===== config.mk =====
export PLATFORM = sky130hd
export DESIGN_NAME = vga_timing_gen
export DESIGN_NICKNAME = d
export VERILOG_FILES = /design/src/rtl/vga_timing_pkg.sv /design/src/rtl/vga_axis_counter.sv /design/src/rtl/vga_timing_gen.sv
export SDC_FILE = /design/constraint.sdc
export NUM_CORES = 1
export LEC_CHECK = 0
export ABC_AREA = 1
export CORE_MARGIN = 2
export CORE_UTILIZATION = 49
export DETAILED_ROUTE_END_ITERATION = 10
export PLACE_DENSITY_LB_ADDON = 0.12
export SKIP_CTS_REPAIR_TIMING = 1
export SLEW_MARGIN = 10
export SYNTH_ARGS = -nofsm -noshare
export SYNTH_HDL_FRONTEND = slang
export SYNTH_SLANG_ARGS = --single-unit
export TNS_END_PERCENT = 10

===== constraint.sdc =====
create_clock -name clk_in -period 1.63 [get_ports clk_in]
set_input_delay 0.4075 -clock clk_in [delete_from_list [all_inputs] [get_ports clk_in]]
set_output_delay 0.4075 -clock clk_in [all_outputs]
set_load 0.005 [all_outputs]

===== src/rtl/vga_timing_pkg.sv =====
// Shared raster constants and coordinate type for the VGA timing generator.
// Defaults describe 640x480@60 on a 25 MHz pixel rate.
package vga_timing_pkg;

    localparam int DEF_H_ACTIVE = 640;
    localparam int DEF_H_FP     = 16;
    localparam int DEF_H_SYNC   = 96;
    localparam int DEF_H_BP     = 48;
    localparam int DEF_V_ACTIVE = 480;
    localparam int DEF_V_FP     = 10;
    localparam int DEF_V_SYNC   = 2;
    localparam int DEF_V_BP     = 33;

    localparam int H_TOTAL = DEF_H_ACTIVE + DEF_H_FP + DEF_H_SYNC + DEF_H_BP;
    localparam int V_TOTAL = DEF_V_ACTIVE + DEF_V_FP + DEF_V_SYNC + DEF_V_BP;

    localparam int CNT_W = $clog2((H_TOTAL > V_TOTAL) ? H_TOTAL : V_TOTAL);

    typedef logic [CNT_W-1:0] coord_t;

endpackage


===== src/rtl/vga_axis_counter.sv =====
// One raster axis: wrapping position counter with registered sync, active
// flag and masked coordinate, all decoded from the next count value.
module vga_axis_counter
    import vga_timing_pkg::*;
#(
    parameter int ACTIVE = DEF_H_ACTIVE,
    parameter int FP     = DEF_H_FP,
    parameter int SYNC   = DEF_H_SYNC,
    parameter int BP     = DEF_H_BP
) (
    input  logic   clk_in,
    input  logic   reset,
    input  logic   en,
    output coord_t count,
    output logic   wrap,
    output logic   sync_n,
    output logic   in_active,
    output logic   in_active_nxt,
    output coord_t coord
);

    localparam int     TOTAL   = ACTIVE + FP + SYNC + BP;
    localparam coord_t LAST    = coord_t'(TOTAL - 1);
    localparam coord_t SYNC_LO = coord_t'(ACTIVE + FP);
    localparam coord_t SYNC_HI = coord_t'(ACTIVE + FP + SYNC);
    localparam coord_t ACT_END = coord_t'(ACTIVE);

    coord_t count_nxt;

    assign wrap          = en && (count == LAST);
    assign count_nxt     = wrap ? '0 : count + 1'b1;
    // Lets the parent register a combined flag on the same edge as the count.
    assign in_active_nxt = en ? (count_nxt < ACT_END) : in_active;

    always_ff @(posedge clk_in) begin
        if (reset) begin
            count     <= LAST;
            sync_n    <= 1'b1;
            in_active <= 1'b0;
            coord     <= '0;
        end else if (en) begin
            count     <= count_nxt;
            sync_n    <= !((count_nxt >= SYNC_LO) && (count_nxt < SYNC_HI));
            in_active <= (count_nxt < ACT_END);
            coord     <= (count_nxt < ACT_END) ? count_nxt : '0;
        end
    end

endmodule


===== src/rtl/vga_timing_gen.sv =====
// VGA raster timing top: horizontal/vertical axis counters, registered event
// pulses and vblank-aligned buffer swap acknowledgement.
module vga_timing_gen
    import vga_timing_pkg::*;
#(
    parameter int H_ACTIVE = DEF_H_ACTIVE,
    parameter int H_FP     = DEF_H_FP,
    parameter int H_SYNC   = DEF_H_SYNC,
    parameter int H_BP     = DEF_H_BP,
    parameter int V_ACTIVE = DEF_V_ACTIVE,
    parameter int V_FP     = DEF_V_FP,
    parameter int V_SYNC   = DEF_V_SYNC,
    parameter int V_BP     = DEF_V_BP
) (
    input  logic               clk_in,
    input  logic               reset,
    input  logic               pix_tick,
    input  logic               swap_req,
    output logic               hsync,
    output logic               vsync,
    output logic               active,
    output logic [CNT_W-1:0]   x,
    output logic [CNT_W-1:0]   y,
    output logic               line_start,
    output logic               frame_start,
    output logic               vblank_start,
    output logic               swap_ack
);

    coord_t h_cnt, v_cnt;
    logic   h_wrap, v_wrap;
    logic   h_act, v_act, h_act_nxt, v_act_nxt;
    logic   v_en, vblank_hit;
    logic   unused_axis;

    assign v_en = pix_tick && h_wrap;

    vga_axis_counter #(
        .ACTIVE(H_ACTIVE), .FP(H_FP), .SYNC(H_SYNC), .BP(H_BP)
    ) u_h_axis (
        .clk_in        (clk_in),
        .reset         (reset),
        .en            (pix_tick),
        .count         (h_cnt),
        .wrap          (h_wrap),
        .sync_n        (hsync),
        .in_active     (h_act),
        .in_active_nxt (h_act_nxt),
        .coord         (x)
    );

    vga_axis_counter #(
        .ACTIVE(V_ACTIVE), .FP(V_FP), .SYNC(V_SYNC), .BP(V_BP)
    ) u_v_axis (
        .clk_in        (clk_in),
        .reset         (reset),
        .en            (v_en),
        .count         (v_cnt),
        .wrap          (v_wrap),
        .sync_n        (vsync),
        .in_active     (v_act),
        .in_active_nxt (v_act_nxt),
        .coord         (y)
    );

    assign unused_axis = ^{h_cnt, h_act, v_act};

    // This tick closes the last visible line, so the next position is vblank entry.
    assign vblank_hit = v_en && (v_cnt == coord_t'(V_ACTIVE - 1));

    always_ff @(posedge clk_in) begin
        if (reset) begin
            active       <= 1'b0;
            line_start   <= 1'b0;
            frame_start  <= 1'b0;
            vblank_start <= 1'b0;
            swap_ack     <= 1'b0;
        end else begin
            active       <= h_act_nxt && v_act_nxt;
            line_start   <= v_en;
            frame_start  <= v_en && v_wrap;
            vblank_start <= vblank_hit;
            swap_ack     <= vblank_hit && swap_req;
        end
    end

endmodule


* Word level (Yosys, flattened, before mapping)
Cells that the tools add are included. W data, S select, Z words.
Storage, ports and cells: register bits after elaboration 49, bits in latches 0, RAM bits 0, memory bits (read-only) 0, memories 0
Cells by class: add/subtract/negate cells 2, multiply operators 0, divide/modulo/power cells 0, order comparisons 6, equal/unequal tests 3, shifts and indexed selects 0, multiplexer cells 6, bitwise gates (word level) 0, reductions and logical operators 11
Operators by type and width (number):
- $mux W10 | 4
- $add A10 B1 Y10 const B | 2
- $eq A10 B10 Y1 const B | 2
- $lt A10 B10 Y1 const B | 2
- $lt A10 B9 Y1 const B | 2
- $eq A10 B9 Y1 const B | 1
- $ge A10 B10 Y1 const B | 1
- $ge A10 B9 Y1 const B | 1
- $logic_and A1 B1 Y1 | 9
- $logic_not A1 Y1 | 2
- $mux W1 | 2

* Depth between registers and ports, before layout
depth in word-level cells 8, depth in mapped cells 12, depth with buffers taken out 12

* Modules after synthesis
Synthesis repeated with hierarchy kept, for this count alone.
Unflattened totals: cells, all modules 343, area total of the unflattened synthesis 2439.8 µm²
By module, submodules not included:
- vga_axis_counter at u_h_axis | instances 1, cells an instance 160, area each 1134.8 µm², seq. area each 440.4 µm²
- vga_axis_counter at u_v_axis | instances 1, cells an instance 154, area each 1099.8 µm², seq. area each 440.4 µm²
- vga_timing_gen | instances 1, cells an instance 29, area each 205.2 µm², seq. area each 100.1 µm²

* Least setup slack after synthesis
OpenSTA, ideal clock, no wires.
path type register -> register, start reg u_h_axis.count[0], end reg u_v_axis.coord[3], data arrival time 1.559 ns, setup slack 0.007 ns, cell stages (with the launch flop) 11, path buffers 0, clock period less this slack 1.623 ns, cell sequence dfxtp_1 > ha_1 > nand2_2 > nor2_4 > nand2_4 > nor2_8 > nand2_2 > or2_1 > nand2_1 > inv_1 > nor2_1
On the way: word-level cells in the longest chain between the ends 7
Ends and longest elaborated chain:
- start: declaration | line vga_axis_counter.sv:14 | output coord_t count,
- start signal: assignment | line vga_axis_counter.sv:42 | count <= count_nxt;
- $eq A10 B10 Y1 (*) | line vga_axis_counter.sv:30 | assign wrap = en && (count == LAST);
- $logic_and A1 B1 Y1 (*) | line vga_axis_counter.sv:30
- $logic_and A1 B1 Y1 (*) | line vga_timing_gen.sv:36 | assign v_en = pix_tick && h_wrap;
- $logic_and A1 B1 Y1 | line vga_axis_counter.sv:30
- $mux W10 | line vga_axis_counter.sv:31 | assign count_nxt = wrap ? '0 : count + 1'b1;
- $lt A10 B9 Y1 | line vga_axis_counter.sv:45 | coord <= (count_nxt < ACT_END) ? count_nxt : '0;
- $mux W10 | line vga_axis_counter.sv:45
- end signal: assignment | line vga_axis_counter.sv:45
- end: declaration | line vga_axis_counter.sv:19 | output coord_t coord
Mark *: on every way between the ends. The rest lies on a longest branch, timed or not. A chain may end at the register's enable or synchronous reset.

* Worst setup path after layout
start reg u_h_axis.count[1], end reg u_v_axis.count[3]
On the way: word-level cells in the longest chain between the ends 5
Ends and longest elaborated chain (line):
- $eq A10 B10 Y1 (*) | vga_axis_counter.sv:30
- $logic_and A1 B1 Y1 (*) | vga_axis_counter.sv:30
- $logic_and A1 B1 Y1 (*) | vga_timing_gen.sv:36
- $logic_and A1 B1 Y1 | vga_axis_counter.sv:30
- $mux W10 | vga_axis_counter.sv:31
- end signal: assignment | vga_axis_counter.sv:42
- end: declaration | vga_axis_counter.sv:14
Marks and branches as above.

==> flow_summary.toml <==
[grt]
grt_pass1_vias = 2112
grt_max_degree = 23
grt_overflow = 0
grt_pass1_wl_um = 9450
antenna_found_initial = 0
grt.total_usage = 0.227

[placed_design]
hpwl_um = 4270
pre_cts_slack_ps = -336
port_buffers = 30
dpl-instance-area_sq_mm = 0.00298
gp_congestion = 0.940

[finish]
antenna_cells = 0
layout-drive-gt1-share = 0.246
final_cell_area_sq_mm = 0.00332
areaGrowthSynthToFinish_pct = 43.2
final_core_util = 0.716
fillCellCount = 389
fin_nets = 425

[setup_path]
cp.required_ps = 1880
crit_arrival_ps = 1860
crit_fanout = 5
r2r-end = "u_v_axis.count[3]"
crit_path_end_kind = "flop"
worstSetupStartpointType = "flop"
startpoint = "u_h_axis.count[1]"
crit-reg2reg-launch = "u_h_axis.count[1]"
r2r_slack_ps = 20
reg2reg_depth = 10
critPathKind = "reg2reg"

[timing]
finalHoldViolations = 0
worst-slew-pin-transition_ps = 325
grt_setup_unrepaired = "yes"
finalClockSkew_ps = 7.56
slew_violations = 0
min_period_over_period = 0.988
finalSetupViolations = 0
setup_slack_ps = 19.4
timing.fmax_mhz = 621
slew_headroom = 0.783
period_needed_ps = 1610

[floorplanning]
die_area_sq_mm = 0.00529
die_w_um = 72.8
die_y_um = 72.8
initial_core_util = 0.500
ioPinCount = 31
fp-row-count = 25
core_sq_mm = 0.00463

[route]
drt_iter0_markers = 180
drc = 0
avgRoutedWirePerCell_um = 12.6
dr.pass1.iters = 4
vias = 2384
totalWireLength_um = 5950
via_per_inst = 5.04
ant_nets = 0

[synth]
synth-simple-area-share = 0.367
synth_fp_nets = 349
synthDistinctLibCells = 32
synthAdderAreaFrac = 0.0162
synthMuxAreaShare = 0
syn_avg_cell_area_sq_um = 6.77
synth-xor-area-share = 0.0151
synth_top_area_frac = 0.424
seq_area_frac_synth = 0.424
yosysWarnings = 0
synthCells = 342
synth_area_sq_mm = 0.00232
ys_top_cells_by_area = "dfxtp_1, nand2_1, nor2_1"
synth_compound_area_frac = 0.108
ys_ff_latch = 49
yosysTopAreaCell = "dfxtp_1"
synth_top_family_by_area = "simple AND/OR/NAND/NOR gates"

[min_path]
hp-class = "reg2reg"
min_to = "u_v_axis.coord[9]"
min_path_cells = 2
hp-start = "u_v_axis.coord[9]"

[flow_run]
drv_cap = 0

[pwr]
leakagePower_nw = 1.49
ir_worst_vdd_uv = 518
power.density_mw_per_mm2 = 890

[clock_network]
clk_pin_slew_ps = 90
cts_tree = "yes"
htree_num_levels = 2
clock_latency_ps = 310
cts_sinks = 49
root_buffer = "clkbuf_8"
cts_buffer_depth = 2
numCtsBuffers = 5

[status]
status = "complete, no violations"
[power breakdown]
| part | internal, mW | switching [mW] |
|---|---|---|
| sequential | 1.25 | 0.0423 |
| clock | 0.618 | 0.423 |
| combinational | 0.286 | 0.333 |
| total | 2.15 | 0.799 |
[metal layers]
layer  part of all wire  global-route usage  vias to the layer above
met2               0.45               0.353                       75
met1               0.48               0.328                     1065
met5                  0                   0                        -
met4             0.0077              0.0514                        0
met3              0.060              0.0428                        8
li1                   -                   -                     1236
[cell usage in the layout (no fill, tap or decap), drive strengths merged, types with 2 or more instances in the layout]
master	instances
nand2	104
nor2	58
dfxtp	49
buf	47
inv	35
a21oi	29
clkdlybuf4s50	29
nand3	24
o21ai	10
nand4	5
clkbuf	5
ha	3
xnor2	2
o21a	2
xor2	2
o221ai	2
bufinv	2
or2	2
[metrics by stage]
step | total power, mW | TNS (ps) | instances | hold slack, ps
2_1_floorplan | 1.61 | 0 | 342 | 441
4_1_cts | 2.85 | -646 | 469 | 466
3_3_place_gp | 1.82 | -10450 | 461 | 450
6_report | 2.95 | 0 | 473 | 462
3_5_place_dp | 1.82 | -11630 | 461 | 452
5_1_grt | 3.08 | -419 | 473 | 494
[area by class of cell]
type | instances | area (sq um) | share of cell area
Multi-Input combinational cell | 250 | 1290 | 0.389
Sequential cell | 49 | 1000 | 0.303
Timing Repair Buffer | 77 | 683 | 0.206
Inverter | 35 | 134 | 0.0404
Clock buffer | 5 | 68.8 | 0.0207
Clock inverter | 3 | 68.8 | 0.0207
Tap cell | 54 | 67.6 | 0.0204
[flip-flops by register name, indices dropped and copies added (netlist names)]
name / cells
u_h_axis.coord: 10
u_v_axis.count: 10
u_v_axis.in_active: 1
swap_ack: 1
frame_start: 1
u_v_axis.coord: 10
u_h_axis.sync_n: 1
u_v_axis.sync_n: 1
u_h_axis.in_active: 1
u_h_axis.count: 10
active: 1
line_start: 1
vblank_start: 1
[kinds of logic (layout without fill, tap and decap cells)]
kind of cell	after synthesis	in the layout
and+or+nand+nor	197	197
AOI/OAI and AO/OA	46	46
adders and majority gates	3	3
buffers and inverters	43	120
xor gates and xnor gates	4	4
DFF	49	49
[synth_stat cells]
cell,instances
nor2_4,1
o21bai_1,1
inv_1,33
o21ai_1,2
nand2_2,4
xor2_1,2
o221ai_1,2
or2_1,1
nor2_1,56
buf_2,1
ha_1,3
nand3_2,1
nor3_1,1
nand3_1,23
nand3b_1,1
o21ai_0,8
o21a_1,2
xnor2_1,2
nand2_4,1
or2_2,1
o211ai_1,1
nand4_1,5
and2_1,1
clkinv_1,1
nand2_1,99
a21boi_0,1
inv_2,1
a21oi_1,29
nor4_2,1
clkbuf_1,7
nor2_8,1
dfxtp_1,49
[worst max-delay path by stage]
stage,endpoint,cells past startpoint,slack [ps]
after floorplan,u_v_axis.coord[3],10,7
after global placement,u_v_axis.coord[0],8,-340
after detailed placement,u_v_axis.coord[4],9,-340
after CTS,u_v_axis.coord[4],12,-80
after global routing,u_v_axis.coord[3],11,-60
final,u_v_axis.count[3],10,20
[critical path, cell delays in order (launching register included)]
cell and delay, ps:
dfxtp_2 360, ha_4 160, nand2_4 50, nor2_4 150
buf_6 120, nand2_4 70, nor2_8 120, nand2_4 80
or2_1 260, buf_4 140, nand2_1 50
No activity file was read; power rests on OpenSTA's default activity.
